**src/rtl/trivium_stream_ctrl.sv**
```systemverilog
// trivium_stream_ctrl: loads, warms up and steps a Trivium core, packing its bits LSB-first into valid/ready words
module trivium_stream_ctrl #(
    parameter int WARMUP_CYCLES = 1152,
    parameter int WORD_W = 32,
    parameter int LEN_W = 16
) (
    input  logic              clk,
    input  logic              reset,
    input  logic              start,
    input  logic              abort,
    input  logic [79:0]       key,
    input  logic [79:0]       iv,
    input  logic [LEN_W-1:0]  num_words,
    output logic              busy,
    output logic              done,
    output logic              core_load,
    output logic [79:0]       core_key,
    output logic [79:0]       core_iv,
    output logic              core_step,
    output logic              core_warm,
    input  logic              core_z,
    output logic [WORD_W-1:0] ks_data,
    output logic              ks_valid,
    input  logic              ks_ready
);
    localparam int WC_W = $clog2(WARMUP_CYCLES) > 11 ? $clog2(WARMUP_CYCLES) : 11;
    localparam int BC_W = WORD_W > 2 ? $clog2(WORD_W) : 1;
    localparam logic [2:0] IDLE = 3'd0, LOAD = 3'd1, WARMUP = 3'd2, STREAM = 3'd3, DRAIN = 3'd4;

    logic [2:0]        state;
    logic [WC_W-1:0]   warm_cnt;
    logic [BC_W-1:0]   bit_cnt;
    logic [LEN_W-1:0]  len;
    logic [LEN_W-1:0]  words;
    logic [WORD_W-1:0] collector;
    logic              pending;
    logic              out_free;
    logic              word_done;
    logic              last_word;
    logic              warm_last;

    always_comb begin
        busy      = state != IDLE;
        core_load = state == LOAD;
        core_warm = state == WARMUP;
        core_step = core_warm || (state == STREAM && !pending);
        out_free  = !ks_valid || ks_ready;
        word_done = state == STREAM && !pending && bit_cnt == BC_W'(WORD_W - 1);
        last_word = words + LEN_W'(1) == len;
        warm_last = warm_cnt == WC_W'(WARMUP_CYCLES - 1);
    end

    always_ff @(posedge clk or negedge reset) begin
        if (!reset) begin
            state     <= IDLE;
            warm_cnt  <= '0;
            bit_cnt   <= '0;
            len       <= '0;
            words     <= '0;
            collector <= '0;
            pending   <= 1'b0;
            core_key  <= '0;
            core_iv   <= '0;
            ks_data   <= '0;
            ks_valid  <= 1'b0;
            done      <= 1'b0;
        end else if (abort) begin
            state    <= IDLE;
            warm_cnt <= '0;
            bit_cnt  <= '0;
            words    <= '0;
            pending  <= 1'b0;
            ks_valid <= 1'b0;
            done     <= 1'b0;
        end else begin
            done <= 1'b0;
            if (ks_valid && ks_ready)
                ks_valid <= 1'b0;
            case (state)
                IDLE: if (start && num_words != '0) begin
                    core_key <= key;
                    core_iv  <= iv;
                    len      <= num_words;
                    state    <= LOAD;
                end
                LOAD: state <= WARMUP;
                WARMUP: begin
                    warm_cnt <= warm_last ? '0 : warm_cnt + WC_W'(1);
                    if (warm_last)
                        state <= STREAM;
                end
                STREAM: begin
                    if (pending && out_free) begin
                        ks_data  <= collector;
                        ks_valid <= 1'b1;
                        pending  <= 1'b0;
                    end else if (core_step) begin
                        collector[bit_cnt] <= core_z;
                        bit_cnt <= word_done ? '0 : bit_cnt + BC_W'(1);
                        if (word_done) begin
                            words <= words + LEN_W'(1);
                            // a finished word that cannot reach the output waits in the collector
                            if (out_free) begin
                                ks_data  <= {core_z, collector[WORD_W-2:0]};
                                ks_valid <= 1'b1;
                            end else
                                pending <= 1'b1;
                            if (last_word)
                                state <= DRAIN;
                        end
                    end
                end
                DRAIN: begin
                    if (pending && out_free) begin
                        ks_data  <= collector;
                        ks_valid <= 1'b1;
                        pending  <= 1'b0;
                    end else if (!pending && ks_valid && ks_ready) begin
                        done  <= 1'b1;
                        words <= '0;
                        state <= IDLE;
                    end
                end
                default: state <= IDLE;
            endcase
        end
    end
endmodule

```
**config.mk**
```make
export PLATFORM = sky130hd
export DESIGN_NAME = trivium_stream_ctrl
export DESIGN_NICKNAME = d
export VERILOG_FILES = /design/src/rtl/trivium_stream_ctrl.sv
export SDC_FILE = /design/constraint.sdc
export NUM_CORES = 1
export LEC_CHECK = 0
export CAP_MARGIN = 30
export CORE_MARGIN = 4
export CORE_UTILIZATION = 50
export DETAILED_ROUTE_END_ITERATION = 8
export PLACE_DENSITY = 0.86
export REMOVE_ABC_BUFFERS = 1
export SLEW_MARGIN = 0
export SYNTH_ARGS = -nofsm -noshare
export SYNTH_HDL_FRONTEND = slang
export SYNTH_SLANG_ARGS = --single-unit
```
**constraint.sdc**
```tcl
create_clock -name clk -period 4.4 [get_ports clk]
set_input_delay 1.1 -clock clk [delete_from_list [all_inputs] [get_ports clk]]
set_output_delay 1.1 -clock clk [all_outputs]
set_load 0.05 [all_outputs]
```
**Yosys cells after proc, flatten, opt, wreduce, memory -nomap -nowiden**

Index checks and enable logic that the tools add are counted.

- Register bits: 278
- Word-level logic and storage cells: 123

- $add $sub $neg: 3
- Order comparisons: 2
- Equality and inequality tests: 24
- Mux-type cells: 53
- Bitwise gates (word level): 2
- Reductions and logical operators: 27

Operators with widths:

| kind | number |
|---|---|
| $mux W32 | 5 |
| $mux W16 | 6 |
| $pmux W32 S2 | 1 |
| $mux W11 | 3 |
| $bwmux W32 | 1 |
| $pmux W16 S2 | 1 |
| $mux W3 | 9 |
| $mux W5 | 5 |
| $ne A3 B3 Y1 const B | 8 |
| $mux W1 | 18 |
| $add A16 B1 Y16 const B | 1 |
| $eq A16 B16 Y1 | 1 |
| $reduce_bool A16 Y1 | 1 |
| $pmux W3 S5 | 1 |
| $ne A3 B2 Y1 const B | 4 |
| $ne A4 B3 Y1 const B | 3 |
| $reduce_and A6 Y1 | 2 |
| $add A11 B1 Y11 const B | 1 |
| $eq A11 B11 Y1 const B | 1 |
| $logic_and A1 B1 Y1 | 8 |
| $reduce_and A8 Y1 | 1 |
| $reduce_bool A2 Y1 | 4 |
| $eq A3 B2 Y1 const B | 2 |
| $lt A5 B6 Y1 const B | 1 |
| other kinds (16) | 23 |

**Logic depth before layout (Yosys ltp)**

Gate-level depths: netlist of run 1.

- Depth after elaboration: 8
- Gate-level depth with buffers: 9
- Gate-level depth less buffers: 8

**Worst setup path before layout of run 1**

Ideal clock, no wire load.

- Path kind: register -> output
- From: reg state[1]
- To: out core_step
- Arrival time: 2567 ps
- Path slack: 733 ps
- Stages on the path, launching flop included: 4
- Cell sequence: dfrtp_1 clkbuf_1 nor3b_1 nand2b_1

- Elaborated cells on any way between the ends: 4
- Those cells by class: eq/ne: 2; reduce/logical: 2

RTL lines:

| element | RTL line | text |
|---|---|---|
| start: declaration | 30 | `logic [2:0] state;` |
| start signal: assignment | 55 | `state <= IDLE;` |
| start signal: assignment | 68 | `state <= IDLE;` |
| start signal: assignment | 84 | `state <= LOAD;` |
| $eq A3 B2 Y1 | 45 | `core_warm = state == WARMUP;` |
| net core_warm | 20 | `output logic core_warm,` |
| $logic_or A1 B1 Y1 | 46 | `core_step = core_warm \|\| (state == STREAM && !pending);` |
| end: declaration | 19 | `output logic core_step,` |

The timed path passes the listed nets, and every way through them passes these cells.

**Worst setup path in the final report of run 1**

- From: reg state[2]
- To: out core_step

- Cells in the longest elaborated chain, start to end: 3
- Elaborated cells on any way between the ends: 4
- Those cells by class: eq/ne: 2; reduce/logical: 2

Ends and longest elaborated chain:

| element | RTL line |
|---|---|
| $eq A3 B2 Y1 | 46 |
| $logic_and A1 B1 Y1 | 46 |
| $logic_or A1 B1 Y1 (*) | 46 |

Mark *: on every way between the ends. The rest lies on a longest branch, timed or not.

==> run metrics, run 1 <==
Pwr per Cell Area around 540 mW/mm²; count of cell types in the netlist 56; status complete, no violations; Post-DP HPWL 24.0 mm; pin count of the biggest net entering global routing 120; Worst EP arrival 2710 ps; placed cell count 1537; Worst slew margin between 30% and 40%; htree depth 1; Port Buffer Count 379; gr ovfl total 0; DR vias 8516; Die Ht ~160 µm; worst-case clock buffer depth 3; CTS clock-pin slew for the worst setup and hold paths 60 ps; Setup CP Type reg -> out; die span in x 161 µm; register area share after synthesis 59.5%; DR DRC count 0; Internal 5.71 mW; drt first pass iters 7; CTS Root Cell clkbuf_16; CP startpoint kind register; crit path max fanout 10; final setup vio count 0; setup bufs post-CTS 0; clock latency on the worst-skew pair 540 ps; final setup TNS 0 ps; ys async rst share 100%; Final Core Density 73.6%; period utilization 86.6%; Max Cap Violations 0; layout cells sized above 1 a little over a fifth; drt total wl 33.5 mm; worst r2r src words[0]; Main synth FF type dfrtp_1; starting density of the core 51.2%; Yosys top cell by area dfrtp_1; Power, Total 9.08 mW; CTS buffer count 29; Lkg Pwr 7.19 nW; Post-synth top cells dfrtp_1, mux2_2, nand2_1, clkbuf_1, nor2_1; worst vdd ir 0.478 mV; Worst EP required 3300 ps; CTS sink cnt 278; Post-synth EDFFs 0; grt met1 use approximately 29%; Hold Crit Start warm_cnt[10]; logic gate share of total power 36.6%; io pins between 300 and 400; Switching Share 37.2%; Clock Power Share 27.2%; FF+latch count, synth around 280; clk_skew 14.6 ps; Mapped Cells roughly 880; Synth Warn # 0; fmax 262 MHz; GRT met2 Usage 44.3%; Worst Setup SP state[2]; Min Hold Slack 479 ps; Nets roughly 1400; RSZ-0062 raised after global routing no; top post-synthesis cells by area dfrtp_1, mux2_2, mux2_1, nand2_1, o21ai_0; via/cell ratio 5.33; P_sw 3.38 mW; Syn Area/Cell 13.3 µm²; initial antenna violation count 10; Slew Viols, Final 0; first-pass GRT wire length 52.3 mm; GP Congestion 0.854; Critical Path End Type output pin; post-CTS sizing 0; path type of the worst min-delay path reg -> reg; core area around 0.023 mm²; Most Used Layer, Global Route met2; hold-fix buffers at CTS 0; gr usage total approximately a quarter; ANT nets after route 0; Final Hold Viols 0; sequential share of power 36.2%; Mapped Area 0.0117 mm²; die area 0.0259 mm²; CTS tree built; area grow syn2layout 43.9%; Rows 55; wire per inst ~21 µm; crit path time final 3810 ps; grt met3 use 9.83%; Final Non-Filler Cells ~1600; Least-Margin Pin Slew 1040 ps; most frequent cell after synthesis dfrtp_1; Yosys top cell area share 59.5%; initial DRC count between 400 and 500; vias in the first global route 9228; reg-to-reg setup timing slack 1780 ps
flip-flops by register name, indices dropped and copies added, names as in the netlist:
register   flops
collector     32
pending        1
done           1
ks_data       32
len           16
core_iv       80
ks_valid       1
core_key      80
warm_cnt      11
bit_cnt        5
state          3
words         16
power groups by stage:
stage	sequential, mW	combinational [mW]	clock, mW
after floorplan	4.71	0.651	0
after global placement	3.27	3.28	0
after detailed placement	3.31	3.31	0
after CTS	3.28	3.35	2.53
after global routing	3.34	3.46	2.65
final	3.29	3.32	2.47
stage by stage:
stage / cell area, µm² / worst slack [ps]
after floorplan: 11500 / -3680
after global placement: 15800 / 1010
after detailed placement: 15800 / 937
after CTS: 16800 / 569
after global routing: 16800 / 456
final: 16800 / 589
layout by cell type, fill, tap and decap left out, types with 4 or more instances in the layout:
master / count
nand3_1: 12
or3_1: 4
mux2_1: 28
inv_1: 5
mux2_2: 211
nand2_1: 62
nand3b_1: 5
xnor2_1: 11
nor2_1: 36
clkinv_2: 7
nor3_1: 8
buf_12: 4
diode_2: 10
clkbuf_8: 5
and2_1: 5
ha_1: 7
dfrtp_1: 278
o31ai_1: 13
and3_1: 4
nand4_1: 10
nand2b_1: 5
a21oi_1: 15
xor2_1: 10
clkbuf_16: 29
buf_4: 9
nor3b_1: 6
o21ai_1: 6
o21ai_0: 31
nor4_1: 10
clkdlybuf4s50_1: 378
nor2b_1: 11
area by class of cell:
cell class | count | area, µm²
inverter | 6 | 22.5
multi-input combinational | 548 | 4520
tap | 313 | 392
sequential | 278 | 6960
clock buffer | 37 | 806
clock inverter | 14 | 158
fill | 1533 | 6020
antenna | 10 | 25.0
timing repair buffer | 392 | 3950
worst max-delay path, cell delays in order, from the launching register on:
cell	delay [ps]
dfrtp_1	480
nand3b_1	370
or2_1	410
nand2b_1	110
clkdlybuf4s50_1	810
final timing paths:
| kind | endpoint | cells after the start |
|---|---|---|
| min reg2reg | warm_cnt[10] | 1 |
| min | warm_cnt[10] | 1 |
| max reg2reg | state[1] | 7 |
| max | core_step | 4 |
| max in group asynchronous | core_key[23] | 2 |
| min in group asynchronous | words[1] | 1 |
layer usage:
metal	vias up	part of all wire, %	wire length, µm
met5	-	0	0
met4	0	3.6	1220
met3	60	9.7	3250
met1	4265	36	11900
met2	304	51	17200
li1	3887	-	-
cell families (layout without fill, tap and decap cells):
kind of cell | Yosys count | after routing | synth area share (%)
other cells | 0 | 10 | 0
xor+xnor | 21 | 21 | 1.57
flops | 278 | 278 | 59.5
simple gates | 197 | 197 | 8.76
compound gates | 82 | 82 | 4.34
mux | 241 | 241 | 23.2
buf+inv | 56 | 449 | 1.87
fa+ha+maj | 7 | 7 | 0.749
(Power assumes the default switching activity.)
==> run 2, diff against run 1 <==
--- a/config.mk
+++ b/config.mk
@@ -6,6 +6,7 @@
 export NUM_CORES = 1
 export LEC_CHECK = 0
 export CAP_MARGIN = 30
+export CORE_ASPECT_RATIO = 0.5
 export CORE_MARGIN = 4
 export CORE_UTILIZATION = 50
 export DETAILED_ROUTE_END_ITERATION = 8
@@ -15,3 +16,4 @@
 export SYNTH_ARGS = -nofsm -noshare
 export SYNTH_HDL_FRONTEND = slang
 export SYNTH_SLANG_ARGS = --single-unit
+export TNS_END_PERCENT = 10
==> run 2 against run 1 <==
Core utilization down 0.69 points. Die area up 0.58%. Global-route usage down 2.2 points. Sequential power about the same. Clock power down 6%. Sequential cell count unchanged. Cell count down 1.5%. Setup slack worse by 120 ps. Cell area down 0.77%. Via count down 0.55%. Maximum frequency down 3.0%. Routed wire length down 5.8%. Largest power group is now registers.
==> run metrics, run 2 (same netlist as run 1, synthesis figures left out) <==
status complete, no violations (unchanged); via/cell ratio 5.38 (was 5.33); Power, Total 8.88 mW (was 9.08 mW); setup bufs post-CTS 0 (unchanged); Final Core Density 72.9% (was 73.6%); period utilization 89.3% (was 86.6%); DR vias 8469 (was 8516); logic gate share of total power 36.9% (was 36.6%); CP top delay family simple AND/OR/NAND/NOR gates (unchanged); ANT nets after route 0 (unchanged); drt total wl 31.6 mm (was 33.5 mm); crit path time final 3930 ps (was 3810 ps); initial DRC count 495 (was 466); crit path max fanout 10 (unchanged); Lkg Pwr 7.13 nW (was 7.19 nW); CTS clock-pin slew for the worst setup and hold paths 70 ps (was 60 ps); Worst path max stage delay 830 ps (was 810 ps); Nets 1438 (was 1444); gr ovfl total 0 (unchanged); placed cell count 1528 (was 1537); Internal 5.59 mW (was 5.71 mW); fmax 254 MHz (was 262 MHz); area grow syn2layout 42.8% (was 43.9%); commonest non-fill, non-tap cell in the layout clkdlybuf4s50_1 (unchanged); io pins 380 (unchanged); drt first pass iters 5 (was 7); Design Area, Final 0.0167 mm² (was 0.0168 mm²); DR DRC count 0 (unchanged); commonest cells after routing, fill and taps aside clkdlybuf4s50_1, dfrtp_1, mux2_2 (unchanged); Buf/Inv on CP 1 (unchanged); pre-CTS setup slack 884 ps (was 937 ps); CTS buffer count 25 (was 29); starting density of the core 51.1% (was 51.2%); Final Hold Viols 0 (unchanged); Pwr per Cell Area 532 mW/mm² (was 540 mW/mm²); CP startpoint kind register (unchanged); CTS sink cnt 278 (unchanged); clock latency on the worst-skew pair 530 ps (was 540 ps); final setup vio count 0 (unchanged); post-CTS sizing 0 (unchanged); crit path cell chain nor3b_1, nand2b_1, clkdlybuf4s50_1 (was nand3b_1, or2_1, nand2b_1, clkdlybuf4s50_1); path type of the worst min-delay path reg -> reg (unchanged); worst vdd ir 0.512 mV (was 0.478 mV); first-pass GRT wire length 48.6 mm (was 52.3 mm); P_sw 3.28 mW (was 3.38 mW); Rows 39 (was 55); Switching Share 37.0% (was 37.2%); die span in x 224 µm (was 161 µm); htree depth 1 (unchanged); Max Cap Violations 0 (unchanged); CTS tree built (unchanged); wire per inst 20.1 µm (was 21.0 µm); Least-Margin Pin Slew 902 ps (was 1040 ps); Worst EP required 3300 ps (about the same); CTS Root Cell clkbuf_16 (unchanged); sequential share of power 36.9% (was 36.2%); die area 0.0260 mm² (was 0.0259 mm²); worst setup margin 470 ps (was 589 ps); largest registers core_iv x80, core_key x80 (unchanged); GP Congestion 0.845 (was 0.854); Die Ht 116 µm (was 161 µm); layout cells sized above 1 21.3% (was 21.8%); hold-fix buffers at CTS 0 (unchanged); worst-case clock buffer depth 3 (unchanged); clk_skew 10.2 ps (was 14.6 ps); Setup CP Type reg -> out (unchanged); RSZ-0062 raised after global routing no (unchanged); Worst slew margin 39.7% (was 30.3%); core area 0.0229 mm² (was 0.0228 mm²); pin count of the biggest net entering global routing 120 (unchanged); initial antenna violation count 0 (was 10); Clock Power Share 26.2% (was 27.2%); vias in the first global route 9007 (was 9228); Post-DP HPWL 23.0 mm (was 24.0 mm); Final Non-Filler Cells 1574 (was 1598); Worst EP arrival 2830 ps (was 2710 ps); Critical Path End Type output pin (unchanged); slowest stage cell, crit path clkdlybuf4s50_1 (unchanged); Port Buffer Count 379 (unchanged); placed cell area 0.0158 mm² (about the same); gr usage total 23.4% (was 25.6%); Slew Viols, Final 0 (unchanged)
run 2: cell count changes in the layout (fill, tap and decap cells not counted), moves of 2 or more:
cell       previous run  this run
diode_2              10         1
buf_4                 9         6
clkbuf_8              5         1
bufinv_16             3         5
clkbuf_16            29        25
run 2: path summary, 6_finish.rpt:
check                                    end  cells after the start     startpoint  slack (ps)
worst max-delay path               core_step                      3       state[2]         470
worst min-delay path             ks_data[26]                      1  collector[26]         490
worst max register to register      state[1]                      7       words[0]        1630
worst min register to register   ks_data[26]                      1  collector[26]         490
max in group asynchronous       core_key[41]                      2          reset        2770
min in group asynchronous        ks_data[10]                      1          reset         600
run 2: final cells by class:
type | count | area (µm²)
clock inverter | 16 | 213
clock buffer | 28 | 647
antenna | 1 | 2.50
tap | 307 | 384
sequential | 278 | 6960
multi-input combinational | 548 | 4520
fill | 1506 | 6190
inverter | 6 | 22.5
timing repair buffer | 390 | 3950
run 2: power by group through the flow:
stage               clock network (mW)  logic, mW  registers, mW
CTS                               2.37       3.30           3.28
finish                            2.33       3.27           3.28
floorplan                            0      0.651           4.71
global placement                     0       3.24           3.28
detailed placement                   0       3.29           3.32
global route                      2.49       3.39           3.33
run 2: through the flow:
stage	hold slack, ps	setup TNS (ps)
after detailed placement	476	0
final	486	0
after CTS	490	0
after global placement	463	0
after global routing	508	0
after floorplan	437	-647540
run 2: layer usage:
layer	vias up	global-route usage [%]	share of wire [%]
li1	3873	-	-
met1	4310	27.5	39
met3	56	5.58	5.0
met5	-	0	0
met4	0	6.24	2.3
met2	230	44.0	54
run 2: worst register-to-register path: stages, from the launching register on:
cell and delay (ps):
dfrtp_1 470, ha_1 350, nand3_1 280, or3_1 430, and2_0 190, a221o_1 390
a2111oi_2 350, a2111oi_1 160
